`src/rtl/alu_pkg.sv`:
```
// Shared definitions for the registered ALU: operation codes and compare result values.
// Latency: n/a (types and constants only).
// Backpressure: n/a.
package alu_pkg;

    // Operation select; one code per function, all 16 codes used.
    typedef enum logic [3:0] {
        ALU_ADD     = 4'b0000,
        ALU_SUB     = 4'b0001,
        ALU_MUL     = 4'b0010,
        ALU_DIV     = 4'b0011,
        ALU_AND     = 4'b0100,
        ALU_OR      = 4'b0101,
        ALU_NAND    = 4'b0110,
        ALU_NOR     = 4'b0111,
        ALU_XOR     = 4'b1000,
        ALU_XNOR    = 4'b1001,
        ALU_CMP_EQ  = 4'b1010,
        ALU_CMP_GT  = 4'b1011,
        ALU_CMP_LT  = 4'b1100,
        ALU_SHR     = 4'b1101,
        ALU_SHL     = 4'b1110,
        ALU_NOP     = 4'b1111
    } alu_op_e;

    // Each comparison reports a distinct non-zero code when true, so the
    // result alone identifies which comparison produced it.
    localparam int CMP_EQ_VAL = 1;
    localparam int CMP_GT_VAL = 2;
    localparam int CMP_LT_VAL = 3;

endpackage

```
`src/rtl/alu_comb.sv`:
```
// Combinational ALU core: computes the zero-extended OUT_WIDTH result of A op B.
// Latency: 0 cycles (pure logic, no state).
// Backpressure: none; output follows inputs continuously.
//
// Ports:
//   A, B     unsigned WIDTH-bit operands
//   ALU_FUN  4-bit operation select (alu_op_e codes)
//   RESULT   OUT_WIDTH-bit result; OUT_WIDTH must be 2*WIDTH to hold the full product
module alu_comb
    import alu_pkg::*;
#(
    parameter int WIDTH     = 8,
    parameter int OUT_WIDTH = 2 * WIDTH
) (
    input  logic [WIDTH-1:0]     A,
    input  logic [WIDTH-1:0]     B,
    input  logic [3:0]           ALU_FUN,
    output logic [OUT_WIDTH-1:0] RESULT
);

    // Operands widened once so every arithmetic op is evaluated at full
    // result width (carry, borrow wrap and full product all come for free).
    logic [OUT_WIDTH-1:0] a_ext;
    logic [OUT_WIDTH-1:0] b_ext;

    // Bitwise results are formed at WIDTH bits before zero-extension so the
    // inverting ops cannot set any bit above WIDTH-1.
    logic [WIDTH-1:0] and_w;
    logic [WIDTH-1:0] or_w;
    logic [WIDTH-1:0] xor_w;
    logic [WIDTH-1:0] nand_w;
    logic [WIDTH-1:0] nor_w;
    logic [WIDTH-1:0] xnor_w;

    // Shifts are built at WIDTH+1 bits: SHL keeps the bit shifted out of A's
    // MSB at position WIDTH, SHR zero-fills from the top.
    logic [WIDTH:0] shl_w;
    logic [WIDTH:0] shr_w;

    logic b_is_zero;

    always_comb begin
        a_ext     = OUT_WIDTH'(A);
        b_ext     = OUT_WIDTH'(B);

        and_w     = A & B;
        or_w      = A | B;
        xor_w     = A ^ B;
        nand_w    = ~and_w;
        nor_w     = ~or_w;
        xnor_w    = ~xor_w;

        shl_w     = {A, 1'b0};
        shr_w     = {2'b00, A[WIDTH-1:1]};

        b_is_zero = (B == '0);
    end

    always_comb begin
        RESULT = '0;
        case (ALU_FUN)
            ALU_ADD:    RESULT = a_ext + b_ext;
            ALU_SUB:    RESULT = a_ext - b_ext;
            ALU_MUL:    RESULT = a_ext * b_ext;
            // Divide by zero is defined as 0 rather than left to the divider.
            ALU_DIV:    RESULT = b_is_zero ? '0 : (a_ext / b_ext);
            ALU_AND:    RESULT = OUT_WIDTH'(and_w);
            ALU_OR:     RESULT = OUT_WIDTH'(or_w);
            ALU_NAND:   RESULT = OUT_WIDTH'(nand_w);
            ALU_NOR:    RESULT = OUT_WIDTH'(nor_w);
            ALU_XOR:    RESULT = OUT_WIDTH'(xor_w);
            ALU_XNOR:   RESULT = OUT_WIDTH'(xnor_w);
            ALU_CMP_EQ: RESULT = (A == B) ? OUT_WIDTH'(CMP_EQ_VAL) : '0;
            ALU_CMP_GT: RESULT = (A >  B) ? OUT_WIDTH'(CMP_GT_VAL) : '0;
            ALU_CMP_LT: RESULT = (A <  B) ? OUT_WIDTH'(CMP_LT_VAL) : '0;
            ALU_SHR:    RESULT = OUT_WIDTH'(shr_w);
            ALU_SHL:    RESULT = OUT_WIDTH'(shl_w);
            ALU_NOP:    RESULT = '0;
            // Unknown select resolves to 0 instead of propagating garbage.
            default:    RESULT = '0;
        endcase
    end

endmodule

```
`src/rtl/alu_reg.sv`:
```
// Registered ALU: captures alu_comb's result into ALU_OUT on enabled rising edges.
// Latency: 1 cycle (inputs sampled at edge N appear on ALU_OUT just after edge N).
// Backpressure: none; EN=0 holds the last result, RST=1 clears it and overrides EN.
//
// Ports:
//   CLK      rising-edge clock
//   RST      synchronous active-high reset
//   A, B     unsigned WIDTH-bit operands
//   EN       result register load enable
//   ALU_FUN  4-bit operation select (alu_op_e codes)
//   ALU_OUT  OUT_WIDTH-bit registered result
module alu_reg
    import alu_pkg::*;
#(
    parameter int WIDTH     = 8,
    parameter int OUT_WIDTH = 2 * WIDTH
) (
    input  logic                 CLK,
    input  logic                 RST,
    input  logic [WIDTH-1:0]     A,
    input  logic [WIDTH-1:0]     B,
    input  logic                 EN,
    input  logic [3:0]           ALU_FUN,
    output logic [OUT_WIDTH-1:0] ALU_OUT
);

    logic [OUT_WIDTH-1:0] alu_result;

    alu_comb #(
        .WIDTH     (WIDTH),
        .OUT_WIDTH (OUT_WIDTH)
    ) u_alu_comb (
        .A       (A),
        .B       (B),
        .ALU_FUN (ALU_FUN),
        .RESULT  (alu_result)
    );

    // ALU_OUT is the only state; reset wins over enable.
    always_ff @(posedge CLK) begin
        if (RST) begin
            ALU_OUT <= '0;
        end else if (EN) begin
            ALU_OUT <= alu_result;
        end
    end

endmodule

```
`config.mk`:
```
export PLATFORM = sky130hd
export DESIGN_NAME = alu_reg
export DESIGN_NICKNAME = d
export VERILOG_FILES = /design/src/rtl/alu_pkg.sv /design/src/rtl/alu_comb.sv /design/src/rtl/alu_reg.sv
export SDC_FILE = /design/constraint.sdc
export NUM_CORES = 1
export LEC_CHECK = 0
export ABC_AREA = 1
export CAP_MARGIN = 5
export CORE_ASPECT_RATIO = 0.7
export CORE_MARGIN = 4
export CORE_UTILIZATION = 45
export DETAILED_ROUTE_END_ITERATION = 8
export MAX_ROUTING_LAYER = met4
export RECOVER_POWER = 25
export REMOVE_ABC_BUFFERS = 1
export SLEW_MARGIN = 40
export SYNTH_ARGS = -nofsm -noshare
export SYNTH_HDL_FRONTEND = slang
export SYNTH_HIERARCHICAL = 1
export SYNTH_SLANG_ARGS = --single-unit
```
`constraint.sdc`:
```
create_clock -name CLK -period 88.1 [get_ports CLK]
set_clock_uncertainty 0.1 [all_clocks]
set_input_delay 8.81 -clock CLK [delete_from_list [all_inputs] [get_ports CLK]]
set_output_delay 8.81 -clock CLK [all_outputs]
set_load 0.005 [all_outputs]
```
==> reports/results.txt <==
The run finished with clean final reports. The compound-gate portion of the synthesized area was 14.5%. For the final cell count without fillers, the log shows 1881.

The count of endpoints failing setup in the final report was 0. The multi-input gate area in the final layout is 8020 um^2. The worst min-delay path category was reg -> reg. The cell count after synthesis came out at 1579.

Total routing resource utilization after global routing: 23.9%. The average instance area after synthesis was 6.10 um^2. In this run, CTS created clock tree buffers numbering 3. The number of clock sinks was 16.

The tools report the share of the core filled with cells as 49.6%. After clock tree synthesis, the setup repair step added 0 buffers. The register with the most flip-flops in the layout has 16 of them.

The mapped netlist covers 9630 um^2. The startpoint type of the worst setup path was an input pin. In the layout the commonest cells are 415 x sky130_fd_sc_hd__nand2_1, 282 x sky130_fd_sc_hd__inv_1, 162 x sky130_fd_sc_hd__ha_1.

Summing all flip-flop and latch instances after layout gives 320 um^2. Buffers inserted to repair hold after CTS numbered 0. The DRC violations left is 0.

TritonCTS built the clock tree. The die covers 23800 um^2. The run gives 27400 um as the overall routed net length.

STA classifies the critical path endpoint as a flop. The post-synthesis share of cell area spent on xor and xnor gates came out at 5.82%. The largest registers in the layout are ALU_OUT (16). The tools report the count of endpoints failing hold in the final timing report as 0. For this design, the slowest cell found on the critical path is sky130_fd_sc_hd__clkdlybuf4s50_1. The max-capacitance violation count is 0. The relative slew slack was 40.7%; the via count of the first global-routing pass was 8789. Wire segments on met2 add up to 10700 um in the final route. The detailed router finished its first iteration with 750 violations. The wire length the detailed router placed on met1 is 14800 um.

Once detail routing completed, the nets flagged for antenna violations numbered 0. Along the worst path, the maximum fanout reaches 19. The cell seen most often among critical-path stages was sky130_fd_sc_hd__nand2_1.

The tools report the number of antenna violations at the first check in global routing as 0. The deepest clock path buffer count was 2. The largest incremental delay on the critical path is 0.73 ns. Highest metal layer with signal wires: met4.

In this run, synthesis produced a sequential element count of 16. By area, the combinational part of the netlist is dominated by simple AND/OR/NAND/NOR gates. After routing, the total negative slack on setup checks comes to 0 ns.

Subtracting the final worst setup slack from the clock period gives 37.49 ns. Multiplexer cells account for 0% of the synthesized area. The endpoint required time on the critical path is 88.16 ns, and the instance count after placement with tap cells included is 1878. At the end of routability-driven placement, the weighted congestion stood at 0.960. Largest delay contributor family on the critical path: simple AND/OR/NAND/NOR gates.

The antenna diode count was 0; the overall die height was 130 um. The number of H-tree levels is 1, and the arrival time at the worst endpoint is 37.54 ns. Entering global routing, the biggest net connects 33 pins. Global routing finished with a remaining overflow of 0. The total number of vias was 9611; the number of core rows was 44. Together, buffers and inverters on the worst path number 36. During placement, the flow inserted port buffers numbering 38. Total iterations of the first detailed-routing run: 5.

The number of unique standard cell types used by synthesis was 57. The leading cell type in the layout, fill and taps excluded is sky130_fd_sc_hd__nand2_1. The number of enable flip-flop cells after synthesis is 0.

In the final layout, the share of cells above drive strength 1 is 5.86%. The synthesis-to-layout area growth is 7.54%. Setup repair after global routing left no endpoint under its margin. The final layout contains 1830 nets. The predominant post-synthesis flop cell is sky130_fd_sc_hd__dfxtp_1. The area share of fa/ha/maj cells after synthesis is 29.0%, and the clock-pin slew of the registers on the worst-case setup and hold paths is 0.05 ns.

Summing the areas of all and, or, nand and nor instances in the mapped netlist gives 33.7% of the synthesized area. The wire length of the first global-routing pass is 45500 um. Once the clock tree was built, the resizer swapped 0 gates to a different size. Counting flops with an async set or reset pin after synthesis yields a share of 0%.

Once detailed placement completed, the half-perimeter wirelength came to 22500 um. Dividing the detail-routed via count by the number of cells gives 5.11. The initial core utilization was 46.1%; the number of ports placed on the die boundary was 39.

The chip width came out at 183 um. The root buffer cell chosen for the clock tree is sky130_fd_sc_hd__clkbuf_16. The run gives 0.26 ns as the insertion delay to the later sink of the worst-skew pair. In the final routed layout, each cell accounts on average for 14.6 um. Derived from the worst setup path, the maximum achievable clock frequency is 0.0267 GHz. After layout, the worst path uses 42.6% of the clock period. After synthesis, flip-flops and latches occupy 3.33% of the total area. Top register by number of flip-flops: ALU_OUT. The detailed-routed wire length on met3 was 1740 um; the number of warnings issued by yosys was 6. The total area inside the core boundary comes to 20900 um^2. The tools report the final max-slew violation count as 0. The start-to-end type of the worst setup path was in -> reg. For the pin with the worst max-slew slack, the measured transition is 0.886 ns.

After filler insertion, the fill cell instance count of the layout stands at 2199.
final timing paths:
kind	from	end	slack, ns	depth (start not counted)
max	B[2]	ALU_OUT[0]$_SDFFE_PP0P_	50.61	209
min	ALU_OUT[8]$_SDFFE_PP0P_	ALU_OUT[8]$_SDFFE_PP0P_	0.37	2
max reg2reg	ALU_OUT[5]$_SDFFE_PP0P_	ALU_OUT[5]$_SDFFE_PP0P_	87.42	2
min reg2reg	ALU_OUT[8]$_SDFFE_PP0P_	ALU_OUT[8]$_SDFFE_PP0P_	0.37	2
cell families after synthesis:
logic type,count (synthesis)
simple gates,735
flops,16
buf+inv,334
other cells,1
fa+ha+maj,200
compound gates,229
xor+xnor,64
cell usage after synthesis, drive strengths merged (17+ instances only):
cell type    n  share of area (%)
fa          38                7.9
nor3        19               0.99
ha         162                 21
nor2       142                6.2
nand2      431                 17
buf         17                1.2
inv        297                 12
a21oi       59                3.3
clkbuf      17               0.66
o21ai       87                4.6
xnor2       24                2.2
nand3       94                5.8
xor2        40                3.6
per-layer routing:
layer  GRT usage, %  vias up
met1           36.7     4253
met2           34.9      245
met3           2.99       15
met5              -        -
li1               -     5098
met4           1.88        0
worst register-to-register path: stages, from the launching register on:
cell and delay, ns:
sky130_fd_sc_hd__dfxtp_1 0.31, sky130_fd_sc_hd__nor2_1 0.11, sky130_fd_sc_hd__nor2_2 0.05
stage by stage:
| step | area (um^2) | setup WS, ns | hold slack, ns |
|---|---|---|---|
| final | 10400 | 50.61 | 0.367 |
| after global routing | 10400 | 47.04 | 0.387 |
| after CTS | 10400 | 50.77 | 0.371 |
| after detailed placement | 10300 | 50.55 | 0.364 |
| after global placement | 10300 | 51.08 | 0.358 |
| after floorplan | 9470 | 55.17 | 0.366 |
final cells by class:
type / instances / share of cell area [%]
flip-flops and latches: 16 / 3.09
multi-input cells: 1236 / 77.5
well taps: 276 / 3.34
repair buffers: 50 / 4.47
inverters: 300 / 10.9
clock buffers: 3 / 0.725
Power is left out: the tool's default activity adds up to more than one toggle a clock period on the data nets, which glitch-free logic cannot reach.
